--- src/rtl/shifter_pkg.sv ---
// Shared encodings and width helpers for the pipelined barrel shifter.
package shifter_pkg;

  localparam int unsigned OP_W = 2;

  typedef enum logic [OP_W-1:0] {
    OP_SLL = 2'b00,
    OP_SRL = 2'b01,
    OP_SRA = 2'b10,
    OP_ROL = 2'b11
  } op_e;

  // Shift-amount width, which is also the number of pipeline stages.
  function automatic int unsigned shamt_w(input int unsigned width);
    return $clog2(width);
  endfunction

endpackage

--- src/rtl/shift_stage.sv ---
// One registered stage of the shifter: applies a fixed distance DIST when its
// shift-amount bit is set, then holds the result until the successor takes it.
module shift_stage
  import shifter_pkg::*;
#(
  parameter int unsigned WIDTH = 32,
  parameter int unsigned TAG_W = 5,
  parameter int unsigned DIST  = 1,
  localparam int unsigned SHAMT_W = shamt_w(WIDTH),
  localparam int unsigned BIT     = $clog2(DIST)
) (
  input  logic               clock,
  input  logic               reset_n,
  input  logic               flush,
  input  logic               up_valid,
  input  logic [WIDTH-1:0]   up_data,
  input  logic [SHAMT_W-1:0] up_amt,
  input  op_e                up_op,
  input  logic [TAG_W-1:0]   up_tag,
  input  logic               dn_advance,
  output logic               advance_c,
  output logic               valid,
  output logic [WIDTH-1:0]   data,
  output logic [SHAMT_W-1:0] amt,
  output op_e                op,
  output logic [TAG_W-1:0]   tag
);

  logic [WIDTH-1:0] shifted;

  // Stage may load whenever it is empty or its current content moves on.
  assign advance_c = !valid || dn_advance;

  // Fixed-distance shift; SRA keeps replicating the MSB, which earlier SRA
  // stages have preserved, so the fill always equals the operand's sign.
  always_comb begin
    shifted = up_data;
    if (up_amt[BIT]) begin
      case (up_op)
        OP_SLL:  shifted = up_data << DIST;
        OP_SRL:  shifted = up_data >> DIST;
        OP_SRA:  shifted = WIDTH'($signed(up_data) >>> DIST);
        OP_ROL:  shifted = (up_data << DIST) | (up_data >> (WIDTH - DIST));
        default: shifted = up_data;
      endcase
    end
  end

  // Stage register; flush empties it, otherwise load on advance.
  always_ff @(posedge clock or negedge reset_n) begin
    if (!reset_n) begin
      valid <= 1'b0;
      data  <= '0;
      amt   <= '0;
      op    <= OP_SLL;
      tag   <= '0;
    end else if (flush) begin
      valid <= 1'b0;
    end else if (advance_c) begin
      valid <= up_valid;
      data  <= shifted;
      amt   <= up_amt;
      op    <= up_op;
      tag   <= up_tag;
    end
  end

endmodule

--- src/rtl/pipelined_shifter.sv ---
// Pipelined barrel shifter (SLL/SRL/SRA/ROL) with valid/ready handshakes,
// one stage per shift-amount bit, largest distance first.
module pipelined_shifter
  import shifter_pkg::*;
#(
  parameter int unsigned WIDTH = 32,
  parameter int unsigned TAG_W = 5,
  localparam int unsigned SHAMT_W = shamt_w(WIDTH)
) (
  input  logic               clock,
  input  logic               reset_n,
  input  logic               in_valid,
  output logic               in_ready,
  input  logic [WIDTH-1:0]   operand,
  input  logic [SHAMT_W-1:0] shift_amt,
  input  logic [OP_W-1:0]    op,
  input  logic [TAG_W-1:0]   in_tag,
  input  logic               flush,
  output logic               out_valid,
  input  logic               out_ready,
  output logic [WIDTH-1:0]   result,
  output logic [TAG_W-1:0]   out_tag
);

  logic [SHAMT_W-1:0] up_valid;
  logic [SHAMT_W-1:0] st_valid;
  logic [SHAMT_W-1:0] adv;
  logic [SHAMT_W-1:0] dn_adv;

  logic [WIDTH-1:0]   up_data [SHAMT_W];
  logic [SHAMT_W-1:0] up_amt  [SHAMT_W];
  op_e                up_op   [SHAMT_W];
  logic [TAG_W-1:0]   up_tag  [SHAMT_W];

  logic [WIDTH-1:0]   st_data [SHAMT_W];
  logic [SHAMT_W-1:0] st_amt  [SHAMT_W];
  op_e                st_op   [SHAMT_W];
  logic [TAG_W-1:0]   st_tag  [SHAMT_W];

  // Accept when stage 1 can load and no flush; held low throughout reset.
  assign in_ready = reset_n && adv[0] && !flush;

  // Chain of stages: stage i feeds stage i+1, the last one feeds the output.
  for (genvar i = 0; i < SHAMT_W; i++) begin : g_stage
    if (i == 0) begin : g_first
      assign up_valid[i] = in_valid && in_ready;
      assign up_data[i]  = operand;
      assign up_amt[i]   = shift_amt;
      assign up_op[i]    = op_e'(op);
      assign up_tag[i]   = in_tag;
    end else begin : g_chain
      assign up_valid[i] = st_valid[i-1];
      assign up_data[i]  = st_data[i-1];
      assign up_amt[i]   = st_amt[i-1];
      assign up_op[i]    = st_op[i-1];
      assign up_tag[i]   = st_tag[i-1];
    end

    if (i == SHAMT_W - 1) begin : g_last
      assign dn_adv[i] = out_ready;
    end else begin : g_next
      assign dn_adv[i] = adv[i+1];
    end

    shift_stage #(
      .WIDTH (WIDTH),
      .TAG_W (TAG_W),
      .DIST  (32'(1) << (SHAMT_W - 1 - i))
    ) u_stage (
      .clock      (clock),
      .reset_n    (reset_n),
      .flush      (flush),
      .up_valid   (up_valid[i]),
      .up_data    (up_data[i]),
      .up_amt     (up_amt[i]),
      .up_op      (up_op[i]),
      .up_tag     (up_tag[i]),
      .dn_advance (dn_adv[i]),
      .advance_c  (adv[i]),
      .valid      (st_valid[i]),
      .data       (st_data[i]),
      .amt        (st_amt[i]),
      .op         (st_op[i]),
      .tag        (st_tag[i])
    );
  end

  assign out_valid = st_valid[SHAMT_W-1];
  assign result    = st_data[SHAMT_W-1];
  assign out_tag   = st_tag[SHAMT_W-1];

endmodule

--- config.mk ---
export PLATFORM = sky130hd
export DESIGN_NAME = pipelined_shifter
export DESIGN_NICKNAME = d
export VERILOG_FILES = /design/src/rtl/shifter_pkg.sv /design/src/rtl/shift_stage.sv /design/src/rtl/pipelined_shifter.sv
export SDC_FILE = /design/constraint.sdc
export NUM_CORES = 1
export LEC_CHECK = 0
export ABC_CLOCK_PERIOD_IN_PS = 4300
export CAP_MARGIN = 10
export CORE_AREA = 2 2 202 204
export DETAILED_ROUTE_END_ITERATION = 16
export DIE_AREA = 0 0 204 206
export PLACE_DENSITY = 0.45
export SLEW_MARGIN = 10
export SYNTH_ARGS = -nofsm -noshare
export SYNTH_HDL_FRONTEND = slang
export SYNTH_SLANG_ARGS = --single-unit
export TNS_END_PERCENT = 100
--- constraint.sdc ---
create_clock -name clock -period 4.3 [get_ports clock]
set_clock_uncertainty 0.05 [all_clocks]
set_input_delay 0.43 -clock clock [delete_from_list [all_inputs] [get_ports clock]]
set_output_delay 0.43 -clock clock [all_outputs]
set_load 0.01 [all_outputs]
==> results.yml <==
status:
  status: "complete, no violations"
sta:
  slew_headroom_pct: 26.3
  setup-tns-final_ns: 0
  fin_crit_sh_pct: 70.3
  finalSetupViolations: 0
  rsz0062_at_grt: "no"
  finalMaxSlewViolations: 0
  tightest_slew_ns: 1.11
  fin_crit_ns: 3.02
  final-hold-violation-count: 0
  timing.fmax_mhz: 331
routing:
  via_per_inst: 5.39
  drc: 0
  totalWireLength_um: 34400
  drt_pass1_iterations: 5
  drt_iter0_markers: 559
  ant_nets: 0
  wl_per_cell_um: 20.1
  num_vias: 9239
worst_setup_path:
  worstPathRequired_ns: 3.82
  critPathMaxFanout: 33
  r2r_end: "g_stage[2].u_stage.data[13]"
  critPathKind: "input pin to output pin"
  cp-end-kind: "output pin"
  r2r_cells: 3
  cp-start-kind: "input pin"
  r2r-start: "g_stage[1].u_stage.op[1]"
  worstPathArrival_ns: 2.54
  r2r_slack_ns: 2.05
clock_network:
  clkTransAtPathRegs_ns: 0.05
  clock-sinks: 208
  cts_buffers: 26
  cts_root_buf: "clkbuf_16"
  worstSkewPairLatency_ns: 0.54
  cts_tree: "built"
  cts_setup_buffers: 0
  htreeDepth: 1
  clockBufferDepth: 3
cells_and_area:
  area_delta_synth_final_pct: 17.5
  diodes: 0
  nNetsFinal: 1210
  post-route-util_pct: 34.5
  layout-drive-gt1-share_pct: 12.5
global_route:
  antenna_found_initial: 0
  grt_usage_pct: 16.4
  grt.overflow.total: 0
  grt_max_degree: 65
  grt_pass1_vias: 9427
  grt_pass1_wl_um: 55600
floorplanning:
  die_w_um: 204
  core-area_um2: 40200
  initial_utilization_pct: 29.4
  top_level_ports: 88
  die_h_um: 206
  die-area_um2: 42000
  num_rows: 74
yosys:
  synth-seq-area-share_pct: 44.1
  synthTopCellsByArea: "dfrtp_1 44%, mux2i_1 11%, o211ai_1 7.4%"
  synth_area_um2: 11800
  synthesis.nets: 1194
  ys_warn_count: 0
  yosysUniqueCellTypes: 48
  ys.flop_type: "dfrtp_1"
  synthMostInstantiatedCell: "dfrtp_1"
  synth_enable_flop_cells: 0
  synthCells: 1145
  synthArstFlopShare_pct: 100
  yosysTopAreaCell: "dfrtp_1"
  synthDominantCellAreaShare_pct: 44.1
  ys_top_cells_by_count: "208 x dfrtp_1, 133 x mux2i_1, 116 x o211ai_1"
  synth_area_per_cell_um2: 10.3
  ys_ff_latch: 208
placed_design:
  numPortBuffers: 87
  gp_congestion: 0.747
  place_hpwl_um: 22900
job:
  drv_cap: 0
pwr:
  p_leak_nw: 5.59
  ir_drop_mv: 0.213
  p_per_area_nw_per_um2: 534
min_path:
  hold_path.class: "input pin to async pin"
## placed cells by master (no fill, tap or decap), types with 2 or more instances in the layout
cell type and count:
dfrtp_1 207, mux2i_1 133, o211ai_1 116, nor2_1 110, o21ai_0 90, nand4_1 87, clkdlybuf4s50_1 85, mux2_2 59
a32o_1 46, nor2b_1 35, nand3_1 32, clkbuf_16 27, buf_4 26, a22o_1 21, nand3b_1 11, mux2_4 9
clkbuf_1 8, a221oi_1 6, o31ai_1 6, inv_1 6, nand2_1 5, nor3_1 5, a21oi_1 5, clkinv_2 5
clkbuf_8 5, bufinv_16 4, xnor2_4 3, nand2b_1 3, and3b_1 2, inv_2 2
## what timing repair did
item	in CTS	in global routing
gates resized for setup	0	0
endpoints found under the hold margin	32	0
hold buffers	1	0
setup endpoints to repair	0	0
## metal layers
layer / wire [um] / vias up / track usage, %
li1: - / 4408 / -
met1: 16500 / 4631 / 22.9
met2: 16300 / 163 / 27.2
met3: 1130 / 37 / 2.08
met4: 581 / 0 / 3.73
met5: 0 / - / 0
## sequential cells by signal (all words and copies together), names as in the netlist
register	cells
g_stage.u_stage.amt	10
g_stage.u_stage.data	160
g_stage.u_stage.op	8
g_stage.u_stage.tag	25
g_stage.u_stage.valid	5
## worst max-delay path by stage
| stage | endpoint | slack [ns] | from | cells after the start |
|---|---|---|---|---|
| after floorplan | in_ready | 2.56 | g_stage[4].u_stage.valid | 5 |
| after global placement | in_ready | 1.27 | out_ready | 5 |
| after detailed placement | in_ready | 1.29 | out_ready | 5 |
| after CTS | in_ready | 1.27 | out_ready | 5 |
| after global routing | in_ready | 1.19 | out_ready | 5 |
| final | in_ready | 1.28 | out_ready | 5 |
## metrics by stage
step | instances | worst slack (ns) | hold slack [ns] | instance area, um^2 | power (mW)
2_1_floorplan | 1145 | 2.56 | 0.0844 | 11800 | 4.30
3_3_place_gp | 1664 | 1.27 | 0.316 | 13000 | 5.13
3_5_place_dp | 1664 | 1.29 | 0.312 | 13000 | 5.16
4_1_cts | 1713 | 1.27 | 0.319 | 13900 | 7.51
5_1_grt | 1713 | 1.19 | 0.339 | 13900 | 7.86
6_report | 1713 | 1.28 | 0.330 | 13900 | 7.41
## kinds of logic after synthesis
family,share of synthesized area [%]
compound gates,18.4
simple gates,13.5
flops,44.1
mux,18.0
buf+inv,5.32
xor+xnor,0.773
## report_power, final
part	total [mW]	internal (mW)	leakage (nW)	switching [mW]
clock network	2.31	1.45	0.447	0.858
registers	3.07	2.45	2.58	0.616
logic	2.03	1.09	2.57	0.940
total	7.41	5.00	5.59	2.41
## area by class of cell
class                   count  area [um^2]
clock buffers              39          761
clock inverters             9          145
fillers                  4140        26300
inverters                   8         30.0
multi-input cells         804         6000
flip-flops and latches    208         5210
well taps                 532          666
repair buffers            113         1070
## worst max-delay path, cell delays in order
cell             delay (ns)
clkdlybuf4s50_1        0.59
nand3b_4               0.42
o21a_2                 0.22
and2_1                 0.27
clkdlybuf4s50_1        0.59
(Power assumes the default switching activity.)
